`src/rtl/cpu_sysid_pkg.sv`:
```
// ============================================================================
// Module  : cpu_sysid_pkg
// Brief   : Register map, CONTROL bit positions and capability-word layout
// Revision: 1.0
// ============================================================================
`default_nettype none

package cpu_sysid_pkg;

    localparam logic [2:0] REG_ID        = 3'd0;
    localparam logic [2:0] REG_TIMESTAMP = 3'd1;
    localparam logic [2:0] REG_VERSION   = 3'd2;
    localparam logic [2:0] REG_SCRATCH   = 3'd3;
    localparam logic [2:0] REG_UPTIME_LO = 3'd4;
    localparam logic [2:0] REG_UPTIME_HI = 3'd5;
    localparam logic [2:0] REG_SECONDS   = 3'd6;
    localparam logic [2:0] REG_CONTROL   = 3'd7;

    localparam int CTRL_CLR_ALL = 0;
    localparam int CTRL_CLR_SEC = 1;

    localparam int CAP_BASE_BIT = 0;
    localparam int CAP_LAT2_BIT = 1;

    function automatic logic [31:0] cap_word(input int read_latency);
        logic [31:0] w;
        w               = '0;
        w[CAP_BASE_BIT] = 1'b1;
        w[CAP_LAT2_BIT] = (read_latency == 2);
        return w;
    endfunction

endpackage

`default_nettype wire

```
`src/rtl/cpu_sysid_timebase.sv`:
```
// ============================================================================
// Module  : cpu_sysid_timebase
// Brief   : 64-bit free-running uptime counter plus prescaled seconds counter
// Revision: 1.0
// ============================================================================
`default_nettype none

module cpu_sysid_timebase #(
    parameter int CLOCK_FREQ = 50000000
) (
    input  logic        clock,
    input  logic        reset_n,
    input  logic        clr_all,
    input  logic        clr_sec,
    output logic [63:0] uptime,
    output logic [31:0] seconds
);

    localparam int            PW        = $clog2(CLOCK_FREQ);
    localparam logic [PW-1:0] PRESC_MAX = PW'(CLOCK_FREQ - 1);

    logic [63:0]   r_uptime;
    logic [PW-1:0] r_presc;
    logic [31:0]   r_seconds;

    // A clear loads zero on its edge and therefore wins over any wrap.
    always_ff @(posedge clock or negedge reset_n) begin
        if (!reset_n) begin
            r_uptime  <= '0;
            r_presc   <= '0;
            r_seconds <= '0;
        end else if (clr_all) begin
            r_uptime  <= '0;
            r_presc   <= '0;
            r_seconds <= '0;
        end else begin
            r_uptime <= r_uptime + 64'd1;
            if (clr_sec) begin
                r_presc   <= '0;
                r_seconds <= '0;
            end else if (r_presc == PRESC_MAX) begin
                r_presc   <= '0;
                r_seconds <= r_seconds + 32'd1;
            end else begin
                r_presc <= r_presc + {{(PW-1){1'b0}}, 1'b1};
            end
        end
    end

    assign uptime  = r_uptime;
    assign seconds = r_seconds;

endmodule

`default_nettype wire

```
`src/rtl/cpu_sysid_regs.sv`:
```
// ============================================================================
// Module  : cpu_sysid_regs
// Brief   : Avalon-MM system ID / scratch / uptime slave with pipelined reads
// Revision: 1.0
// ============================================================================
`default_nettype none

module cpu_sysid_regs
    import cpu_sysid_pkg::*;
#(
    parameter logic [31:0] SYS_ID       = 32'd2,
    parameter logic [31:0] TIMESTAMP    = 32'd1498619909,
    parameter logic [31:0] VERSION      = 32'h0001_0000,
    parameter int          ADDR_W       = 3,
    parameter int          READ_LATENCY = 1,
    parameter int          CLOCK_FREQ   = 50000000
) (
    input  logic              clock,
    input  logic              reset_n,
    input  logic [ADDR_W-1:0] address,
    input  logic              read,
    input  logic              write,
    input  logic [31:0]       writedata,
    output logic [31:0]       readdata,
    output logic              readdatavalid
);

    localparam logic [31:0] CAP_WORD = cap_word(READ_LATENCY);

    logic [31:0] w_addr_ext;
    logic        w_in_range;
    logic [2:0]  w_reg;
    logic        w_wr_ctrl;
    logic        w_clr_all;
    logic        w_clr_sec;
    logic        w_rd_lo;
    logic [63:0] w_uptime;
    logic [31:0] w_seconds;
    logic [31:0] w_rdata;

    logic [31:0] r_scratch;
    logic [31:0] r_shadow;
    logic        r_s1_vld;
    logic [31:0] r_s1_data;

    assign w_addr_ext = 32'(address);
    assign w_in_range = (w_addr_ext < 32'd8);
    assign w_reg      = address[2:0];
    assign w_wr_ctrl  = write && w_in_range && (w_reg == REG_CONTROL);
    assign w_clr_all  = w_wr_ctrl && writedata[CTRL_CLR_ALL];
    assign w_clr_sec  = w_wr_ctrl && writedata[CTRL_CLR_SEC];
    assign w_rd_lo    = read && w_in_range && (w_reg == REG_UPTIME_LO);

    cpu_sysid_timebase #(
        .CLOCK_FREQ(CLOCK_FREQ)
    ) u_timebase (
        .clock  (clock),
        .reset_n(reset_n),
        .clr_all(w_clr_all),
        .clr_sec(w_clr_sec),
        .uptime (w_uptime),
        .seconds(w_seconds)
    );

    always_comb begin
        w_rdata = '0;
        if (w_in_range) begin
            case (w_reg)
                REG_ID:        w_rdata = SYS_ID;
                REG_TIMESTAMP: w_rdata = TIMESTAMP;
                REG_VERSION:   w_rdata = VERSION;
                REG_SCRATCH:   w_rdata = r_scratch;
                REG_UPTIME_LO: w_rdata = w_uptime[31:0];
                REG_UPTIME_HI: w_rdata = r_shadow;
                REG_SECONDS:   w_rdata = w_seconds;
                default:       w_rdata = CAP_WORD;
            endcase
        end
    end

    // Shadow tracks the counter cleared by CLR_ALL, so the clear takes priority.
    always_ff @(posedge clock or negedge reset_n) begin
        if (!reset_n) begin
            r_scratch <= '0;
            r_shadow  <= '0;
        end else begin
            if (write && w_in_range && (w_reg == REG_SCRATCH)) begin
                r_scratch <= writedata;
            end
            if (w_clr_all) begin
                r_shadow <= '0;
            end else if (w_rd_lo) begin
                r_shadow <= w_uptime[63:32];
            end
        end
    end

    always_ff @(posedge clock or negedge reset_n) begin
        if (!reset_n) begin
            r_s1_vld  <= 1'b0;
            r_s1_data <= '0;
        end else begin
            r_s1_vld <= read;
            if (read) begin
                r_s1_data <= w_rdata;
            end
        end
    end

    generate
        if (READ_LATENCY == 1) begin : g_lat1
            assign readdata      = r_s1_data;
            assign readdatavalid = r_s1_vld;
        end else begin : g_lat2
            logic        r_s2_vld;
            logic [31:0] r_s2_data;

            always_ff @(posedge clock or negedge reset_n) begin
                if (!reset_n) begin
                    r_s2_vld  <= 1'b0;
                    r_s2_data <= '0;
                end else begin
                    r_s2_vld <= r_s1_vld;
                    if (r_s1_vld) begin
                        r_s2_data <= r_s1_data;
                    end
                end
            end

            assign readdata      = r_s2_data;
            assign readdatavalid = r_s2_vld;
        end
    endgenerate

endmodule

`default_nettype wire

```
`config.mk`:
```
export PLATFORM = sky130hd
export DESIGN_NAME = cpu_sysid_regs
export DESIGN_NICKNAME = d
export VERILOG_FILES = /design/src/rtl/cpu_sysid_pkg.sv /design/src/rtl/cpu_sysid_timebase.sv /design/src/rtl/cpu_sysid_regs.sv
export SDC_FILE = /design/constraint.sdc
export NUM_CORES = 1
export LEC_CHECK = 0
export BUFFER_PORTS_ARGS = -buffer_cell sky130_fd_sc_hd__buf_2
export CORE_MARGIN = 8
export CORE_UTILIZATION = 65
export DETAILED_ROUTE_END_ITERATION = 8
export PLACE_DENSITY = 0.89
export SYNTH_ARGS = -nofsm -noshare
export SYNTH_HDL_FRONTEND = slang
export SYNTH_HIERARCHICAL = 1
export SYNTH_SLANG_ARGS = --single-unit
```
`constraint.sdc`:
```
create_clock -name clock -period 3.86 [get_ports clock]
set_input_delay 0.193 -clock clock [delete_from_list [all_inputs] [get_ports clock]]
set_output_delay 0.193 -clock clock [all_outputs]
set_load 0.05 [all_outputs]
```
After elaboration in Yosys (flattened, before gate mapping)
Cells that the tools add are included.
{"block": "word_totals", "reg_bits": 219, "inputBits": 39, "out_inout_bits": 33, "word_cells": 40}
{"block": "op_classes", "n_addsub": 3, "magnitude_cmp": 1, "eq_ne": 8, "n_mux": 11, "reduce_logical": 10}
{"op": "$pmux 32 s7", "count": 1}
{"op": "$mux 32", "count": 6}
{"op": "$mux 26", "count": 3}
{"op": "$add 64x1->64 const B", "count": 1}
{"op": "$mux 64", "count": 1}
{"op": "$add 32x1->32 const B", "count": 1}
{"op": "$add 26x1->26 const B", "count": 1}
{"op": "$eq 26x26->1 const B", "count": 1}
{"op": "$eq 3x3->1 const B", "count": 4}
{"op": "$logic_and 1x1->1", "count": 7}
{"op": "$eq 3x2->1 const B", "count": 2}
{"op": "$lt 3x4->1 const B", "count": 1}
{"op": "$eq 3x1->1 const B", "count": 1}
{"op": "$logic_not 3->1", "count": 1}
{"op": "$reduce_bool 3->1", "count": 1}
{"op": "$reduce_bool 2->1", "count": 1}

Depth between registers and ports, before layout
Gate-level depths: netlist (run 1).
{"block": "logic_depth", "ltp_word": 6, "ltp_mapped": 8, "ltp_nobuf": 6}

Modules after synthesis
Netlist (run 1), hierarchy kept.
{"module": "cpu_sysid_timebase", "instances": 1, "cells_each": 679, "area_each_um2": 6327.3, "seq_area_each_um2": 3052.9}
{"module": "cpu_sysid_regs", "instances": 1, "cells_each": 484, "area_each_um2": 5323.9, "seq_area_each_um2": 2427.3}

Least setup slack after synthesis (run 1)
Ideal clock, no wire load.
{"block": "synth_path", "path_type": "reg2reg", "from": "register u_timebase.r_presc[0]", "to": "register u_timebase.r_seconds[30] (netlist: u_timebase/seconds[30])", "setup_ns": 0.078, "arrival_ns": 2.137, "required_ns": 3.782, "slack_ns": 1.644, "path_stages_with_launch": 8, "path_buffers": 1, "synth_period_minus_slack_ns": 2.216, "path_cell_list": "dfrtp_1 ha_1 nand4_4 nor4b_4 nand4_2 buf_2 or4_1 a21oi_1"}
{"block": "synth_via", "elab_chain_len": 2}
{"element": "start: declaration", "line": "cpu_sysid_timebase.sv:23", "source": "logic [PW-1:0] r_presc;"}
{"element": "start signal: assignment", "line": "cpu_sysid_timebase.sv:45", "source": "r_presc <= r_presc + {{(PW-1){1'b0}}, 1'b1};"}
{"element": "$eq 26x26->1", "line": "cpu_sysid_timebase.sv:41", "source": "end else if (r_presc == PRESC_MAX) begin"}
{"element": "$reduce_bool 3->1 (no line)"}
{"element": "end signal: assignment", "line": "cpu_sysid_timebase.sv:43", "source": "r_seconds <= r_seconds + 32'd1;"}
{"element": "end: declaration", "line": "cpu_sysid_timebase.sv:24", "source": "logic [31:0] r_seconds;"}
No other way between the ends.
A chain may end at the register's enable or synchronous reset.

Worst setup path in the final report (run 1)
{"block": "layout_path", "from": "register u_timebase.r_presc[0]", "to": "register u_timebase.r_seconds[21] (netlist: u_timebase/seconds[21])"}
Same word-level chain as after synthesis.

==> results of run 1 <==
[flip-flops by register name, summed over array words and instances, names as in the netlist]
name / count
r_scratch: 32
readdatavalid: 1
u_timebase/r_presc: 26
readdata: 32
r_shadow: 32
u_timebase/seconds: 32
u_timebase/uptime: 64
[synthesized netlist by cell type, types with 15 or more instances]
cell	count	area, µm²
nor2_1	83	312
dfrtp_1	219	5480
or4_1	17	128
xor2_1	38	333
nand3_1	56	280
o211a_1	20	200
nand2_1	117	439
nand4_1	31	194
and3_1	15	93.8
nand4b_1	43	377
o22ai_2	21	263
xnor2_1	25	219
a21oi_1	90	450
buf_2	23	115
inv_1	44	165
mux2i_1	20	200
clkbuf_1	30	113
or3_1	36	225
o21ai_0	42	210
mux2_2	36	405
[repair_timing]
item	in CTS	in global routing
hold buffers	33	0
buffers inserted	0	0
hold endpoints to repair	145	0
setup endpoints to repair	0	0
[through the flow]
stage | cells | utilization | worst slack, ns | hold slack [ns]
after global routing | 1474 | 0.730 | 0.842 | 0.244
after global placement | 1398 | 0.668 | 1.25 | 0.335
after detailed placement | 1398 | 0.668 | 1.14 | 0.336
after CTS | 1474 | 0.730 | 1.12 | 0.197
final | 1474 | 0.730 | 1.11 | 0.240
after floorplan | 1163 | - | 1.64 | -0.103
[metal layers]
layer,GRT usage,vias up,share of wire
li1,-,4325,-
met1,0.341,4831,0.38
met2,0.460,539,0.49
met3,0.0502,139,0.079
met4,0.137,0,0.050
met5,0,-,0
[cell families (layout without fill, tap and decap cells)]
group,count (synthesis),after routing,share of synthesized area
simple gates,486,486,0.240
buf+inv,118,200,0.0563
flops,219,219,0.470
compound gates,214,214,0.127
mux,60,60,0.0558
fa+ha+maj,3,3,0.00322
xor+xnor,63,63,0.0474
[worst max-delay path by stage]
stage | end | startpoint | cells past startpoint | slack [ns]
after floorplan | u_timebase/seconds[30] | u_timebase/r_presc[0] | 7 | 1.64
after global placement | u_timebase/uptime[53] | u_timebase/uptime[35] | 5 | 1.25
after detailed placement | u_timebase/seconds[21] | u_timebase/r_presc[0] | 6 | 1.14
after CTS | u_timebase/seconds[21] | u_timebase/r_presc[0] | 6 | 1.12
after global routing | u_timebase/seconds[21] | u_timebase/r_presc[0] | 6 | 0.84
final | u_timebase/seconds[21] | u_timebase/r_presc[0] | 6 | 1.11
[report_power, final]
group	total [mW]	leakage, nW	internal (mW)	switching, mW
registers	3.15	2.85	2.69	0.456
logic	1.15	2.24	0.454	0.699
clock network	2.25	0.377	1.33	0.924
[layout make-up]
cell class / instances / area [µm²]
Timing Repair Buffer: 113 / 763
Multi-Input combinational cell: 826 / 5520
Sequential cell: 219 / 5480
Inverter: 44 / 165
Clock inverter: 5 / 50.0
Fill cell: 1195 / 4800
Tap cell: 229 / 287
Clock buffer: 38 / 714
==> out/results.ini, run 1 <==
[outcome]
status=completed

[synth]
yosys_warnings=6
syn_avg_cell_area_um2=10.0
synth_seq_cells=219
synthCells=1163
async_reset_ff_frac=1.00
synth-main-ff-cell=dfrtp_1
seq_area_frac_synth=0.470
synth-edff-count=0
yosysUniqueCellTypes=69
syn_nets=1205
syn_area_um2=11700

[global_route]
grt_pass1_wl_mm=50.1
antenna_found_initial=0
gr-usage-all-layers=0.276
grt_max_degree=117
overflow=0
grt_pass1_vias=9571

[placed_design]
io_buffers=71
place.gp.congestion=0.904
placed_cell_area_um2=11900
dp_hpwl_mm=19.9

[sta]
drv_slew=0
hold_viol=0
fin_worst_skew_ns=0.0115
final.min_clock_period_ns=2.75
fin_crit_sh=0.713
setup_viol=0
rsz0062_at_grt=no
slew_headroom=0.308
worst_slew_pin_slew_ns=1.04
max_freq_mhz=363
setup_tns_ns=0

[detailed_routing]
wirelength_mm=31.3
dr.pass1.iters=7
via_per_inst=6.67
ant_nets=0
dr.first_iter.drc_count=1128
wl_per_cell_um=21.3
vias=9834
drc=0

[worst_setup_path]
r2r-start=u_timebase/r_presc[0]
slowest_stage=or4_1
cp_data_arrival_time_ns=3.19
ff2ff_path_depth=6
critPathRequiredTime_ns=4.30
rrSetupSlack_ns=1.11
worstSetupStartpointType=flop
crit_path_end_kind=flop
crit_chain=ha_1 > nand4_4 > nor4b_4 > nand4_2 > or4_1 > a21oi_1
cpPeakStageDelay_ns=0.63
critPathKind=flop to flop
path_buf_inv=0
crit_family=simple AND/OR/NAND/NOR gates
r2r-end=u_timebase/seconds[21]
path_max_fanout=22

[cells_and_area]
layout_commonest_cell=dfrtp_1
area_delta_synth_final_pct=11.4
design_area_um2=13000
diodes=0
layout_common_cells=dfrtp_1, nand2_1, a21oi_1
fin_nets=1270
drive_gt1_frac=0.162

[hold_path]
hold_path_end=readdatavalid
hp-class=input port to flop
hp-start=read
hold_depth=2

[die]
die_y_um=150
row_count=49
die_x_um=150
initial_utilization=0.655
core-area_um2=17800
die-area_um2=22500
io_pins=72

[job]
drv_cap=0

[clock_network]
numCtsBuffers=24
cts.clk_slew.worst_paths_ns=0.06
cts_resized=0
clock_sinks=219
max-clock-path-buffers=3
cts_htree_levels=1
worstSkewPairLatency_ns=0.52
cts_tree=done
cts_root_buffer=clkbuf_16

[power_and_ir_drop]
power_mw=6.56
leakage_nw=5.46
ir_drop_v=0.000380
powerDensity_nw_per_um2=505

Power figures use the tool's default switching activity.
==> run 2: changes to the inputs <==
--- a/config.mk
+++ b/config.mk
@@ -5,11 +5,12 @@
 export SDC_FILE = /design/constraint.sdc
 export NUM_CORES = 1
 export LEC_CHECK = 0
+export ABC_AREA = 1
 export BUFFER_PORTS_ARGS = -buffer_cell sky130_fd_sc_hd__buf_2
 export CORE_MARGIN = 8
-export CORE_UTILIZATION = 65
+export CORE_UTILIZATION = 62
 export DETAILED_ROUTE_END_ITERATION = 8
-export PLACE_DENSITY = 0.89
+export PLACE_DENSITY = 0.86
 export SYNTH_ARGS = -nofsm -noshare
 export SYNTH_HDL_FRONTEND = slang
 export SYNTH_HIERARCHICAL = 1
==> constraint.sdc (replaced) <==
create_clock -name clock -period 2.77 [get_ports clock]
set_input_delay 0.1385 -clock clock [delete_from_list [all_inputs] [get_ports clock]]
set_output_delay 0.1385 -clock clock [all_outputs]
set_load 0.05 [all_outputs]
==> out/results.ini, run 2 <==
[clock_network]
numCtsBuffers=25
cts_resized=0
worstSkewPairLatency_ns=0.54
cts_tree=done
cts_htree_levels=1
cts_root_buffer=clkbuf_16
clock_sinks=219
max-clock-path-buffers=3
cts.clk_slew.worst_paths_ns=0.06

[synth]
yosys_warnings=6
synth_top_area_frac=0.441
yosys-top-cells-count=nand2_1, nor2_1, dfrtp_1
syn_avg_cell_area_um2=7.09
synth_most_common_cell=nand2_1
yosysTopAreaCell=dfrtp_1
synth-edff-count=0
seq_area_frac_synth=0.441
syn_nets=1796
syn_area_um2=12400
synth-main-ff-cell=dfrtp_1
synth.area.top_cells=dfrtp_1, nand2_1, nor2_1
synth_seq_cells=219
yosysUniqueCellTypes=38
synthCells=1754
async_reset_ff_frac=1.00

[sta]
drv_slew=0
setup_tns_ns=0
fin_worst_skew_ns=0.0259
worst_slew_pin_slew_ns=1.03
final.min_clock_period_ns=2.20
hold_viol=0
max_freq_mhz=455
slew_headroom=0.313
setup_viol=0
fin_crit_sh=0.794
rsz0062_at_grt=no

[worst_setup_path]
crit_path_end_kind=flop
r2r-start=u_timebase/r_presc[0]
crit_path_end=u_timebase/r_presc[11]
worstSetupStartpointType=input port
critPathRequiredTime_ns=3.21
cpPeakStageDelay_ns=0.79
ff2ff_path_depth=10
rrSetupSlack_ns=0.69
critPathLaunch=writedata[1]
r2r-end=u_timebase/seconds[21]
path_max_fanout=36
crit_chain=dlygate4sd3_1 > buf_2 > inv_1 > nor2_1 > nor2_2 > nand2_8 > inv_2 > o21ai_0 > a21oi_1
slowest_stage=nor2_2
cp_data_arrival_time_ns=2.64
critPathKind=input port to flop

[placed_design]
io_buffers=71
dp_hpwl_mm=29.1
placed_cell_area_um2=13000
place.gp.congestion=0.964

[die]
die_x_um=158
initial_utilization=0.623
die-area_um2=24900
row_count=52
io_pins=72
die_y_um=158
core-area_um2=20000

[cells_and_area]
fin_nets=1876
largest_register_ffs=64
layout_commonest_cell=nand2_1
design_area_um2=14200
drive_gt1_frac=0.0961
diodes=0
layout_common_cells=nand2_1, nor2_1, dfrtp_1
area_delta_synth_final_pct=14.2

[global_route]
grt_pass1_wl_mm=65.1
gr-usage-all-layers=0.335
overflow=0
grt_pass1_vias=11936
antenna_found_initial=0
grt_max_degree=91

[detailed_routing]
dr.first_iter.drc_count=1521
dr.pass1.iters=9
wl_per_cell_um=19.4
vias=12438
ant_nets=0
wirelength_mm=41.2
drc=0
via_per_inst=5.86

[power_and_ir_drop]
leakage_nw=6.62
powerDensity_nw_per_um2=635
ir_drop_v=0.000554

[outcome]
status=completed

[job]
drv_cap=0

[hold_path]
hp-class=input port to flop

==> run 2: logic make-up after synthesis <==
logic type	after synthesis	synth area share
xor+xnor	33	0.0232
fa+ha+maj	3	0.00302
buf+inv	237	0.0761
simple gates	1137	0.405
flops	219	0.441
compound gates	125	0.0523
==> run 2: worst min-delay path by stage <==
| stage | from | endpoint | cells after the start |
|---|---|---|---|
| floorplan | reset_n | r_scratch[0] | 0 |
| global placement | reset_n | r_scratch[3] | 1 |
| detailed placement | reset_n | r_scratch[9] | 1 |
| CTS | read | readdata[10] | 3 |
| global route | read | readdata[10] | 3 |
| finish | read | readdata[14] | 3 |
==> run 2: report_power, final <==
group / leakage [nW] / switching, mW / internal [mW] / total [mW]
sequential: 2.89 / 0.476 / 3.62 / 4.09
clock: 0.440 / 1.36 / 2.22 / 3.58
combinational: 3.29 / 0.925 / 0.417 / 1.34
total: 6.62 / 2.76 / 6.25 / 9.02
==> run 2: worst max-delay path, delay by kind of cell <==
kind            cells  cell delay, ns
compound gates      2            0.22
buf+inv             4            1.03
simple gates        3            1.21
==> run 2: cell type report <==
| class | instances | area [µm²] |
|---|---|---|
| inverters | 171 | 643 |
| fillers | 1565 | 5770 |
| multi-input cells | 1298 | 6010 |
| flip-flops and latches | 219 | 5480 |
| clock buffers | 36 | 737 |
| well taps | 270 | 338 |
| clock inverters | 10 | 164 |
| repair buffers | 119 | 833 |
==> run 2: layer usage <==
layer	GRT usage	part of all wire	vias up
li1	-	-	5820
met3	0.0677	0.099	131
met1	0.459	0.42	5815
met2	0.512	0.44	672
met4	0.142	0.045	0
met5	0	0	-
==> run 2: timing repair <==
| item | CTS | global route |
|---|---|---|
| buffers inserted | 0 | 0 |
| hold endpoints to repair | 116 | 0 |
| hold buffers | 33 | 0 |
==> run 2: stage by stage <==
| step | utilization | cells | setup WS [ns] | power, mW | hold WS, ns |
|---|---|---|---|---|---|
| 6_report | 0.711 | 2123 | 0.571 | 9.02 | 0.0594 |
| 5_1_grt | 0.711 | 2123 | 0.489 | 9.34 | 0.0786 |
| 4_1_cts | 0.711 | 2123 | 0.699 | 8.98 | 0.0484 |
| 3_5_place_dp | 0.650 | 2044 | 0.461 | 5.36 | 0.198 |
| 3_3_place_gp | 0.650 | 2044 | 0.557 | 5.31 | 0.195 |
| 2_1_floorplan | - | 1754 | 1.09 | 4.84 | -0.157 |
==> run 3: changes to the inputs <==
==> constraint.sdc (replaced) <==
create_clock -name clock -period 2.2 [get_ports clock]
set_input_delay 0.11 -clock clock [delete_from_list [all_inputs] [get_ports clock]]
set_output_delay 0.11 -clock clock [all_outputs]
set_load 0.05 [all_outputs]
==> out/results.ini, run 3 (same netlist as run 2, synthesis figures left out) <==
[worst_setup_path]
crit_path_end_kind=flop
critPathKind=flop to flop
rrSetupSlack_ns=0.21
path_max_fanout=9
critPathRequiredTime_ns=2.59
worstSetupStartpointType=flop
cp_data_arrival_time_ns=2.38
ff2ff_path_depth=10

[sta]
rsz0062_at_grt=no
setup_tns_ns=0
fin_worst_skew_ns=0.0261
setup_viol=0
slew_headroom=0.317
drv_slew=0
worst_slew_pin_slew_ns=1.02
fin_crit_sh=0.904
hold_viol=0
final.min_clock_period_ns=1.99
max_freq_mhz=503

[clock_network]
cts_root_buffer=clkbuf_16
cts_htree_levels=1
cts.clk_slew.worst_paths_ns=0.07
clock_sinks=219
worstSkewPairLatency_ns=0.54
max-clock-path-buffers=3
cts_resized=0
numCtsBuffers=24
cts_tree=done

[outcome]
status=completed

[placed_design]
placed_cell_area_um2=13100
io_buffers=71
place.gp.congestion=1.02
dp_hpwl_mm=29.6

[global_route]
gr-usage-all-layers=0.341
antenna_found_initial=0
overflow=0
grt_max_degree=70
grt_pass1_vias=12136
grt_pass1_wl_mm=66.3

[detailed_routing]
dr.pass1.iters=8
via_per_inst=5.97
vias=12736
wl_per_cell_um=19.6
drc=0
ant_nets=0
wirelength_mm=41.8
dr.first_iter.drc_count=1553

[hold_path]
hp-class=input port to async pin

[power_and_ir_drop]
leakage_nw=6.68
powerDensity_nw_per_um2=791
power_mw=11.3
ir_drop_v=0.000678

[cells_and_area]
final_core_util=0.716
largest_register_ffs=64
area_delta_synth_final_pct=15.0
diodes=0
drive_gt1_frac=0.102
layout_common_cells=nand2_1, nor2_1, dfrtp_1
fin_nets=1888
fillers=1559
layout_commonest_cell=nand2_1
design_area_um2=14300

[job]
drv_cap=0

[die]
core-area_um2=20000
io_pins=72
die_x_um=158
die-area_um2=24900
row_count=52
initial_utilization=0.623
die_y_um=158

run 3: cell types whose count changed in the layout (fill, tap and decap cells not counted), sizes merged:
cell and change:
inv -1, clkinv +1, clkbuf -2, dlygate4sd3 +1, buf +12
run 3: per-layer routing:
layer	global-route usage	wire length [µm]
met1	0.448	16500
met2	0.538	18500
met3	0.0655	4620
met4	0.161	2150
met5	0	0
run 3: worst max-delay path: stages, from the launching register on:
cell and delay [ns]:
dfrtp_1 0.40, ha_1 0.22, nand2_1 0.08, inv_1 0.07, nand2_2 0.16, nand3b_1 0.29, clkinv_1 0.34, nand2_1 0.15
nand2_1 0.06, nand2_1 0.06, nor2_1 0.04
run 3: timing repair:
item                                    4_1_cts  5_1_grt
buffers inserted                              0        0
hold endpoints to repair                    145        0
hold buffers                                 34        0
endpoints found under the setup margin        0        0
run 3: path summary, 6_finish.rpt:
| path | startpoint | end |
|---|---|---|
| max | u_timebase/r_presc[0] | u_timebase/seconds[21] |
| min | reset_n | r_scratch[7] |
| max reg2reg | u_timebase/r_presc[0] | u_timebase/seconds[21] |
| min reg2reg | u_timebase/r_presc[0] | u_timebase/r_presc[0] |
| max in group asynchronous | reset_n | u_timebase/r_presc[16] |
| min in group clock | address[2] | readdata[3] |
run 3: metrics by stage:
stage                     instances  hold WS [ns]  setup WS, ns
final                          2134         0.145         0.212
after global placement         2056         0.104         0.313
after floorplan                1754        -0.186         0.553
after CTS                      2134         0.150         0.259
after detailed placement       2056         0.105         0.279
after global routing           2134         0.186        0.0481
run 3: area by class of cell:
type	instances	area (µm²)	area share
multi-input combinational	1298	6010	0.420
timing repair buffer	132	946	0.0661
clock inverter	10	168	0.0117
clock buffer	34	718	0.0502
inverter	171	643	0.0450
tap	270	338	0.0236
sequential	219	5480	0.383
run 3: report_power, final:
part / total (mW) / internal (mW) / switching [mW]
clock: 4.44 / 2.75 / 1.69
combinational: 1.73 / 0.553 / 1.18
sequential: 5.14 / 4.55 / 0.590
